**src/rtl/vlsu_txn_tracker.sv**
```systemverilog
// vlsu_txn_tracker: outstanding AXI burst tracker for the vector load/store unit.
// Two identical, independent circular FIFOs: index 0 tracks loads (AR/R),
// index 1 tracks stores (AW/B). Each entry holds {id, last}. When an entry with
// last=1 retires, the owning instruction's completion is pulsed one cycle later.
//
// Handshake semantics: *_issue_valid_i reports an address handshake that has
// already happened upstream. Upstream must only let it occur while the matching
// *_issue_ready_o is 1. ready is a pure function of the registered count, so a
// response retiring in the same cycle never makes room early. r_last_i/b_valid_i
// report completed response handshakes and are never back-pressured.
module vlsu_txn_tracker #(
    parameter int unsigned MaxOutstanding = 8,
    parameter int unsigned NrVInsn        = 8,
    localparam int unsigned IdWidth       = (NrVInsn > 1) ? $clog2(NrVInsn) : 1,
    localparam int unsigned CntWidth      = $clog2(MaxOutstanding + 1)
) (
    input  logic                clk_i,
    input  logic                rst_ni,
    input  logic                ld_issue_valid_i,
    input  logic                ld_issue_last_i,
    input  logic [IdWidth-1:0]  ld_issue_id_i,
    output logic                ld_issue_ready_o,
    input  logic                r_last_i,
    input  logic                st_issue_valid_i,
    input  logic                st_issue_last_i,
    input  logic [IdWidth-1:0]  st_issue_id_i,
    output logic                st_issue_ready_o,
    input  logic                b_valid_i,
    output logic                load_complete_o,
    output logic [IdWidth-1:0]  load_complete_id_o,
    output logic                store_complete_o,
    output logic [IdWidth-1:0]  store_complete_id_o,
    output logic                store_pending_o,
    output logic [CntWidth-1:0] ld_count_o,
    output logic [CntWidth-1:0] st_count_o,
    output logic                err_o
);

    localparam int unsigned PtrWidth = $clog2(MaxOutstanding);
    localparam logic [CntWidth-1:0] CntFull = CntWidth'(MaxOutstanding);

    // Per-tracker views of the ports: index 0 = load, index 1 = store
    logic [1:0]                issue_valid;
    logic [1:0]                issue_last;
    logic [1:0][IdWidth-1:0]   issue_id;
    logic [1:0]                resp;
    logic [1:0]                trk_ready;
    logic [1:0][CntWidth-1:0]  trk_count;
    logic [1:0]                trk_complete;
    logic [1:0][IdWidth-1:0]   trk_complete_id;
    logic [1:0]                empty_pop;
    logic                      err_q;

    assign issue_valid = {st_issue_valid_i, ld_issue_valid_i};
    assign issue_last  = {st_issue_last_i, ld_issue_last_i};
    assign issue_id    = {st_issue_id_i, ld_issue_id_i};
    assign resp        = {b_valid_i, r_last_i};

    for (genvar t = 0; t < 2; t++) begin : g_trk
        logic [IdWidth-1:0]        mem_id [MaxOutstanding];
        logic [MaxOutstanding-1:0] mem_last;
        logic [PtrWidth-1:0]       rd_ptr;
        logic [PtrWidth-1:0]       wr_ptr;
        logic [CntWidth-1:0]       count;
        logic                      complete_q;
        logic [IdWidth-1:0]        complete_id_q;
        logic                      ready;
        logic                      push;
        logic                      pop;

        assign ready        = (count != CntFull);
        assign push         = issue_valid[t] && ready;
        assign pop          = resp[t] && (count != '0);
        assign empty_pop[t] = resp[t] && (count == '0);

        // Entry storage: contents are only meaningful between wr_ptr and rd_ptr
        always_ff @(posedge clk_i) begin
            if (push) begin
                mem_id[wr_ptr]   <= issue_id[t];
                mem_last[wr_ptr] <= issue_last[t];
            end
        end

        // Pointers, occupancy and the registered completion pulse
        always_ff @(posedge clk_i or negedge rst_ni) begin
            if (!rst_ni) begin
                rd_ptr        <= '0;
                wr_ptr        <= '0;
                count         <= '0;
                complete_q    <= 1'b0;
                complete_id_q <= '0;
            end else begin
                if (push) wr_ptr <= wr_ptr + PtrWidth'(1);
                if (pop)  rd_ptr <= rd_ptr + PtrWidth'(1);
                case ({push, pop})
                    2'b10:   count <= count + CntWidth'(1);
                    2'b01:   count <= count - CntWidth'(1);
                    default: count <= count;
                endcase
                complete_q <= pop && mem_last[rd_ptr];
                if (pop && mem_last[rd_ptr]) complete_id_q <= mem_id[rd_ptr];
            end
        end

        // Issuing into a full tracker means upstream ignored ready; the burst is dropped
        always @(posedge clk_i) begin
            if (rst_ni) begin
                assert (!(issue_valid[t] && !ready))
                    else $warning("vlsu_txn_tracker: issue while tracker %0d is full", t);
            end
        end

        assign trk_ready[t]       = ready;
        assign trk_count[t]       = count;
        assign trk_complete[t]    = complete_q;
        assign trk_complete_id[t] = complete_id_q;
    end

    // Sticky error: any response arriving with nothing outstanding
    always_ff @(posedge clk_i or negedge rst_ni) begin
        if (!rst_ni) begin
            err_q <= 1'b0;
        end else if (|empty_pop) begin
            err_q <= 1'b1;
        end
    end

    assign ld_issue_ready_o    = trk_ready[0];
    assign st_issue_ready_o    = trk_ready[1];
    assign ld_count_o          = trk_count[0];
    assign st_count_o          = trk_count[1];
    assign load_complete_o     = trk_complete[0];
    assign load_complete_id_o  = trk_complete_id[0];
    assign store_complete_o    = trk_complete[1];
    assign store_complete_id_o = trk_complete_id[1];
    assign store_pending_o     = (trk_count[1] != '0);
    assign err_o               = err_q;

endmodule

```
**config.mk**
```make
export PLATFORM = sky130hd
export DESIGN_NAME = vlsu_txn_tracker
export DESIGN_NICKNAME = d
export VERILOG_FILES = /design/src/rtl/vlsu_txn_tracker.sv
export SDC_FILE = /design/constraint.sdc
export NUM_CORES = 1
export LEC_CHECK = 0
export ABC_AREA = 1
export BUFFER_PORTS_ARGS = -buffer_cell sky130_fd_sc_hd__buf_2
export CORE_MARGIN = 1
export CORE_UTILIZATION = 25
export CTS_BUF_LIST = sky130_fd_sc_hd__clkbuf_8
export CTS_CLUSTER_DIAMETER = 120
export CTS_CLUSTER_SIZE = 20
export DETAILED_ROUTE_END_ITERATION = 12
export GPL_TIMING_DRIVEN = 0
export PLACE_DENSITY = 0.5
export SETUP_SLACK_MARGIN = 0.5
export SLEW_MARGIN = 10
export SYNTH_ARGS = -nofsm -noshare
export SYNTH_HDL_FRONTEND = slang
export SYNTH_SLANG_ARGS = --single-unit
```
**constraint.sdc**
```tcl
create_clock -name clk_i -period 2.14 [get_ports clk_i]
set_clock_uncertainty 0.15 [all_clocks]
set_input_delay 0.321 -clock clk_i [delete_from_list [all_inputs] [get_ports clk_i]]
set_output_delay 0.321 -clock clk_i [all_outputs]
set_load 0.01 [all_outputs]
```
======== Word-level counts from Yosys, hierarchy flattened ========
Memories as Yosys holds them, arrays and structs flattened. A register that Yosys moved wholly into a read port is not among the register bits.
Index checks and enable logic that the tools add are counted.
word-level totals
  flip-flop bits (word level) ............. 39
  memory bits (writable) .................. 48
  input bits .............................. 14
  output and inout port bits .............. 20
  memories ................................ 2
operators by class
  $add $sub $neg .......................... 8
  magnitude comparators ................... 6
  equal/unequal tests ..................... 6
  mux-type cells .......................... 16
  reduce and logical (&&, ||, !) cells .... 19
memory list
  memory           depth  bits a word  read ports  clocked after Yosys merged registers in  wr ports  line  RTL
  g_trk[0].mem_id  8      3            1           1                                        1         60    logic [IdWidth-1:0] mem_id [MaxOutstanding];
  g_trk[1].mem_id  8      3            1           1                                        1         60
operators with widths
  operator                                                                              count
  8-bit bitwise mux                                                                     2
  3-bit by 4-bit less-than comparator with 1-bit output (second input constant)         4
  4-bit case mux with 2 select lines                                                    2
  3-bit by 1-bit adder with 3-bit output (second input constant)                        4
  1-bit logical AND                                                                     10
  4-bit by 1-bit adder with 4-bit output (second input constant)                        2
  4-bit logical NOT                                                                     2
  1-bit 2-to-1 mux                                                                      8
  4-bit inequality test (second input constant)                                         2
  4-bit nonzero test                                                                    2
  4-bit by 1-bit subtractor with 4-bit output (second input constant)                   2
  1-bit binary-select mux with 3-bit select                                             2
  1-bit demux with 3-bit select                                                         2
  3-bit by 1-bit greater-or-equal comparator with 1-bit output (second input constant)  2
  2-bit by 1-bit equality test with 1-bit output (second input constant)                2
  2-bit equality test (second input constant)                                           2
  2-bit nonzero test                                                                    2
  1-bit logical NOT                                                                     2
  2-bit OR reduction                                                                    1

======== Logic depth before layout (Yosys ltp) ========
Gate-level depths: netlist (run 1).
  depth after elaboration ................. 5
  gate-level depth with buffers ........... 13

======== Worst setup path before layout (run 1) ========
OpenSTA, ideal clock, no wires.
  path kind ............................... register to register
  start ................................... register g_trk[1].count[1], in the netlist st_count_o[1]
  end ..................................... register g_trk[1].count[1], in the netlist st_count_o[1]
  setup time .............................. 0.125 ns
  arrival ................................. 1.801 ns
  data required time ...................... 1.865 ns
  slack ................................... 0.064 ns
  cell stages (with the launch flop) ...... 11
  buffers on the path ..................... 0
  period minus slack after synthesis ...... 2.076 ns
  path through ............................ dfrtp_1 -> nor2_2 -> nand2_1 -> nand2_2 -> inv_2 -> ha_1 -> nand2_1 -> inv_1 -> nor2_1 -> ha_1 -> mux2_2
between the ends
  longest elaborated chain between the ends .. 4
  elaborated cells between the ends (all ways) .. 10
RTL lines
  element                                                                                       line  RTL
  start, declared                                                                               64    logic [CntWidth-1:0] count;
  start signal, assigned                                                                        96    2'b10: count <= count + CntWidth'(1);
  start signal, assigned                                                                        97    2'b01: count <= count - CntWidth'(1);
  start signal, assigned                                                                        98    default: count <= count;
  4-bit nonzero test *                                                                          n/a
  named net store_pending_o                                                                     33    output logic store_pending_o,
  1-bit logical AND *                                                                           73    assign pop = resp[t] && (count != '0);
  2-bit by 1-bit equality test with 1-bit output / 2-bit equality test (equally long branches)  95    case ({push, pop})
  4-bit case mux with 2 select lines / 2-bit nonzero test (equally long branches)               n/a
The timed path passes the listed nets; every way through them passes the cells marked *.
A chain may end at the register's enable or synchronous reset.

======== Worst setup path after layout (run 1) ========
  start ................................... register g_trk[1].count[0], in the netlist st_count_o[0]
  end ..................................... register g_trk[1].count[1], in the netlist st_count_o[1]
between the ends
  longest elaborated chain between the ends .. 4
  elaborated cells between the ends (all ways) .. 10
RTL lines
  element                                                                                       line
  4-bit inequality test / 4-bit nonzero test (equally long branches)                            71, 73
  1-bit logical AND, on equally long branches                                                   72, 73
  2-bit by 1-bit equality test with 1-bit output / 2-bit equality test (equally long branches)  95
  4-bit case mux with 2 select lines / 2-bit nonzero test (equally long branches)               n/a
Several ways; a longest one is shown, not always the timed one.

==> impl_metrics.yaml, run 1 <==
placed_design:
  gp_congestion: 0.771
  dp_hpwl_um: 6400
  io_buffers: 33
timing:
  hold_ws_ns: 0.105
  relSlewSlack_pct: 50.9
  tightest_slew_ns: 0.736
  period_minus_slack_ns: 1.96
  rsz0062_at_grt: "true"
  timing.final.crit_share_pct: 91.6
  tns_ns: 0
  hold_viol_final: 0
  max_freq_mhz: 510
  slew_viol_final: 0
  setup_viol: 0
routing:
  drt_wl_total_um: 9410
  num_vias: 3172
  drc: 0
  vias_per_cell: 4.10
  ant_nets: 0
  drtIter0Drc: 149
  wire_per_inst_um: 12.2
  dr.pass1.iters: 4
global_route:
  grt_use_total_pct: 11.3
  antenna_found_initial: 0
  grt_pass1_vias: 3142
  grt_overflow: 0
  grt_max_degree: 30
  grt_pass1_wl_um: 15800
final_layout:
  antenna_cells: 0
  fillCellCount: 1796
  syn_to_final_growth_pct: 30.4
  nets: 567
  multi_input_area_um2: 1700
  regArea_um2: 2660
  final_cell_mix: "149 x nand2_1, 74 x inv_1, 64 x edfxtp_1"
  final_core_util_pct: 33.4
  drive_above_1_share_pct: 30.3
  mostFrequentLayoutCell: "nand2_1"
clock_tree:
  root_buffer: "clkbuf_8"
  cts_buffers: 9
  htreeDepth: 3
  clk_latency_ns: 0.36
  clock-sinks: 93
  clock_path_buffers: 2
  cts_tree: "yes"
  cts.clk_slew.worst_paths_ns: 0.09
synth:
  ys_warn_count: 0
  synthTopCellsByArea: "edfxtp_1 43%, dfrtp_1 16%, nand2_1 13%"
  synth.yosys.seq_area_share_pct: 59.8
  yosysTopAreaCell: "edfxtp_1"
  synth_area_um2: 4430
  yosysUniqueCellTypes: 26
  synth.top_cell.area_share_pct: 43.4
  syn_nets: 490
  avgSynthCellArea_um2: 9.50
  synth_cells: 466
  synth_seq_cells: 93
floorplan:
  chipHeight_um: 135
  fp-row-count: 48
  io_pins: 34
  dieArea_um2: 18200
  initial_core_util_pct: 25.6
  dieWidth_um: 135
  core_um2: 17300
power:
  vdd_drop_max_mv: 0.663
  p_per_area_nw_per_um2: 1340
  p_int_w: 0.00470
  power.share.clock_pct: 17.6
  power_w: 0.00775
  pwr-share-comb_pct: 47.8
  swShare_pct: 39.4
  p_switching_w: 0.00305
  seqPwrFrac_pct: 34.6
  leakage_nw: 2.63
worst_setup_path:
  crit_path_start_kind: "flop"
  cp.arrival_ns: 2.06
  worstPathRequired_ns: 2.24
  rrSetupSlack_ns: 0.18
  slowest_stage: "dfrtp_2"
  slowest_delay_ns: 0.45
  critPathMaxFanout: 3
  worstSetupEndpointType: "flop"
  crit_type: "flop to flop"
  crit_chain: "nor2_4 -> nand2_4 -> nand2_4 -> inv_8 -> ha_4 -> nand2_2 -> inv_2 -> nor2_4 -> ha_4 -> mux2_4"
job:
  cap_viol_max_count: 0
run_status:
  outcome: "finished, final reports clean"
hold_path:
  hold_path_class: "primary input to flop"
Yosys cell counts, drive strengths merged:
cell / instances
ha: 10
a21oi: 3
nand2: 166
nand3: 53
xor2: 8
mux2: 1
inv: 84
dfrtp: 29
nor2: 25
nand3b: 2
edfxtp: 64
o21ai: 7
or2: 2
buf: 8
xnor2: 4
power groups by stage:
stage	sequential [W]	combinational, W	clock (W)
finish	0.00268	0.00370	0.00137
global route	0.00274	0.00417	0.00147
CTS	0.00267	0.00348	0.00140
detailed placement	0.00275	0.00279	0
global placement	0.00274	0.00276	0
floorplan	0.00276	0.00203	0
area by class of cell:
cell class | instances | share of cell area (%)
Multi-Input combinational cell | 281 | 29.5
Clock inverter | 4 | 1.19
Buffer | 8 | 1.47
Clock buffer | 12 | 2.86
Inverter | 84 | 5.90
Timing Repair Buffer | 66 | 8.15
Sequential cell | 93 | 46.0
Tap cell | 225 | 4.88
state kept, by name, indices dropped and copies added, names as in the netlist:
name and cells:
g_trk.mem_id 48, load_complete_id_o 3, g_trk.rd_ptr 6, ld_count_o 4, g_trk.wr_ptr 6, st_count_o 4, store_complete_o 1, err_o 1
store_complete_id_o 3, load_complete_o 1, g_trk.mem_last 16
through the flow:
step	area, um^2	std cells	setup slack (ns)
floorplan	4510	466	0.175
global placement	4950	724	0.0681
detailed placement	4950	724	0.0777
CTS	5610	766	0.225
global route	5770	773	0.110
finish	5770	773	0.180
cells by family (layout without fill, tap and decap cells):
kind of cell               count (synthesis)  in the layout  share of synthesized area [%]
AOI/OAI and AO/OA                         10             10                           1.13
xor gates and xnor gates                  12             12                           2.37
adders and majority gates                 10             10                           2.83
buffers and inverters                     92            174                           9.13
DFF                                       93             93                           59.8
muxes                                      1              1                          0.254
and+or+nand+nor                          248            248                           24.5
path summary, 6_finish.rpt:
check                                 startpoint                     to  cells past startpoint
max in group asynchronous                 rst_ni          st_count_o[3]                      2
worst max-delay path               st_count_o[0]          st_count_o[1]                     10
worst min register to register             err_o                  err_o                      1
worst max register to register     st_count_o[0]          st_count_o[1]                     10
worst min-delay path            ld_issue_id_i[0]  g_trk[0].mem_id[3][0]                      1
min in group asynchronous                 rst_ni     g_trk[1].wr_ptr[0]                      2
critical path, delay by kind of cell, from the launching register on:
kind                       cells  cell delay, ns
muxes                          1            0.26
adders and majority gates      2            0.37
buffers and inverters          2            0.09
and+or+nand+nor                5            0.53
DFF                            1            0.45
layer usage:
layer / vias up / wire length (um) / track usage, %
met4: 0 / 167 / 5.12
met5: - / 0 / 0
met2: 50 / 4300 / 17.5
li1: 1615 / - / -
met1: 1492 / 4670 / 15.2
met3: 15 / 265 / 2.29
repair_timing:
action	4_1_cts	5_1_grt
resized for setup	61	24
hold buffers	1	0
setup buffers	25	7
pin swaps	26	25
hold endpoints to repair	29	0
setup endpoints to repair	75	79
Note: power is estimated with default switching activity, not from simulation.
==> run 2: changes to the inputs <==
Settings changed: REMOVE_ABC_BUFFERS set to 1.
==> run 2 against run 1 <==
Net effect: die area did not move; maximum frequency rose by 0.51%; highest routed layer unchanged; critical endpoint is now st_count_o[2]; worst hold slack got worse by 0.011 ns; total power rose by 1.2%; clock power rose by 4%.
==> impl_metrics.yaml, run 2 (synthesis results as in run 1) <==
run_status:
  outcome: "finished, final reports clean"
placed_design:
  gp_congestion: 0.848
  post_dp_cell_area_um2: 4790
  dp_hpwl_um: 6380
  io_buffers: 33
  dp_cells: 716
routing:
  num_vias: 3209
  drtIter0Drc: 151
  drc: 0
  dr.pass1.iters: 4
  wl_met3_um: 338
  wire_per_inst_um: 12.5
  wl_met2_um: 4860
  wl_met1_um: 4320
  vias_per_cell: 4.14
  top_layer: "met4"
  drt_wl_total_um: 9670
  ant_nets: 0
timing:
  period_minus_slack_ns: 1.95
  slew_viol_final: 0
  max_freq_mhz: 513
  setup_viol: 0
  hold_viol_final: 0
  relSlewSlack_pct: 47.4
  tightest_slew_ns: 0.789
  timing.final.crit_share_pct: 91.1
  rsz0062_at_grt: "true"
global_route:
  grt_pass1_wl_um: 15300
  antenna_found_initial: 0
  grt_pass1_vias: 3157
  grt_overflow: 0
  grt_use_total_pct: 10.9
  grt_max_degree: 30
power:
  vdd_drop_max_mv: 0.678
  leakage_nw: 2.63
  p_per_area_nw_per_um2: 1350
worst_setup_path:
  slowest_delay_ns: 0.44
  critPathMaxFanout: 3
  crit_type: "flop to flop"
  cp.arrival_ns: 2.07
  slowest_stage: "dfrtp_2"
  worstPathRequired_ns: 2.26
  cpMostUsedCell: "nor2_4"
  worstSetupEndpointType: "flop"
  crit_chain: "nor2_4 -> nand2_2 -> nand2_4 -> inv_6 -> ha_4 -> nor2_4 -> nor2_4 -> ha_4 -> a21oi_2 -> xor2_1 -> o21ai_1"
  crit_path_start_kind: "flop"
floorplan:
  io_pins: 34
  fp-row-count: 48
  core_um2: 17300
  chipHeight_um: 135
  dieWidth_um: 135
  initial_core_util_pct: 25.6
  dieArea_um2: 18200
clock_tree:
  clock-sinks: 93
  cts_buffers: 9
  clk_latency_ns: 0.37
  htreeDepth: 3
  cts_tree: "yes"
  root_buffer: "clkbuf_8"
  clock_path_buffers: 2
  cts.clk_slew.worst_paths_ns: 0.10
final_layout:
  largest_register_ff_count: 48
  nets: 570
  antenna_cells: 0
  syn_to_final_growth_pct: 31.4
  layoutNonFillerInstCount: 776
  final_cell_mix: "147 x nand2_1, 73 x inv_1, 64 x edfxtp_1"
  drive_above_1_share_pct: 32.3
  largest_registers: "g_trk.mem_id x48, g_trk.mem_last x16"
  fillCellCount: 1790
  regMostFlops: "g_trk.mem_id"
  stdcell_area_um2: 5820
  mostFrequentLayoutCell: "nand2_1"
hold_path:
  hold_path_class: "primary input to flop"
job:
  cap_viol_max_count: 0
==> run 2: changes by cell type in the layout (fill, tap and decap cells not counted), sizes merged <==
cell    previous run  this run
buf               73        76
bufinv             2         3
clkbuf            12         9
clkinv             2         3
inv               84        85
==> run 2: final timing paths <==
path | from | end | slack (ns) | cells after the start
max | st_count_o[1] | st_count_o[2] | 0.19 | 11
min | ld_issue_id_i[0] | g_trk[0].mem_id[2][0] | 0.09 | 1
max reg2reg | st_count_o[1] | st_count_o[2] | 0.19 | 11
min reg2reg | err_o | err_o | 0.33 | 1
max in group asynchronous | rst_ni | g_trk[1].rd_ptr[0] | 0.85 | 2
min in group asynchronous | rst_ni | load_complete_o | 0.41 | 2
==> run 2: critical path: cells and delay by family (launching register included) <==
family | cells | cell delay, ns
xor+xnor | 1 | 0.17
buf+inv | 1 | 0.04
compound gates | 2 | 0.18
flops | 1 | 0.44
fa+ha+maj | 2 | 0.32
simple gates | 5 | 0.54
==> run 2: metal layers <==
| layer | vias to the layer above | track usage [%] |
|---|---|---|
| met5 | - | 0 |
| met4 | 0 | 4.31 |
| met3 | 11 | 2.14 |
| met2 | 59 | 18.5 |
| met1 | 1520 | 13.6 |
| li1 | 1619 | - |
==> run 2: stage by stage <==
stage	hold WS (ns)	worst slack (ns)	setup TNS (ns)	total power (W)	utilization (%)
global route	0.0868	0.117	0	0.00843	33.7
finish	0.0943	0.190	0	0.00784	33.7
floorplan	-0.125	0.0642	0	0.00453	-
CTS	0.0635	0.145	0	0.00733	31.7
global placement	0.286	-0.0190	-0.0280	0.00519	27.7
detailed placement	0.306	-0.0888	-0.188	0.00526	27.7
==> run 2: timing repair <==
action / in CTS / in global routing
gates resized for setup: 76 / 46
setup endpoints to repair: 79 / 83
buffers inserted: 21 / 22
hold buffers: 1 / 0
pin swaps: 18 / 27
endpoints found under the hold margin: 29 / 0
==> run 2: power by group <==
part           switching, W  internal, W  leakage, nW
Combinational       0.00208      0.00154         1.58
Clock              0.000647     0.000782        0.124
Sequential         0.000388      0.00241        0.920
Total               0.00311      0.00473         2.63
==> run 2: layout make-up <==
cell class | count | area, um^2 | area share (%)
Clock buffer | 9 | 124 | 2.13
Clock inverter | 7 | 121 | 2.09
Inverter | 84 | 343 | 5.89
Multi-Input combinational cell | 281 | 1730 | 29.7
Sequential cell | 93 | 2670 | 45.8
Tap cell | 225 | 282 | 4.84
Timing Repair Buffer | 77 | 557 | 9.57
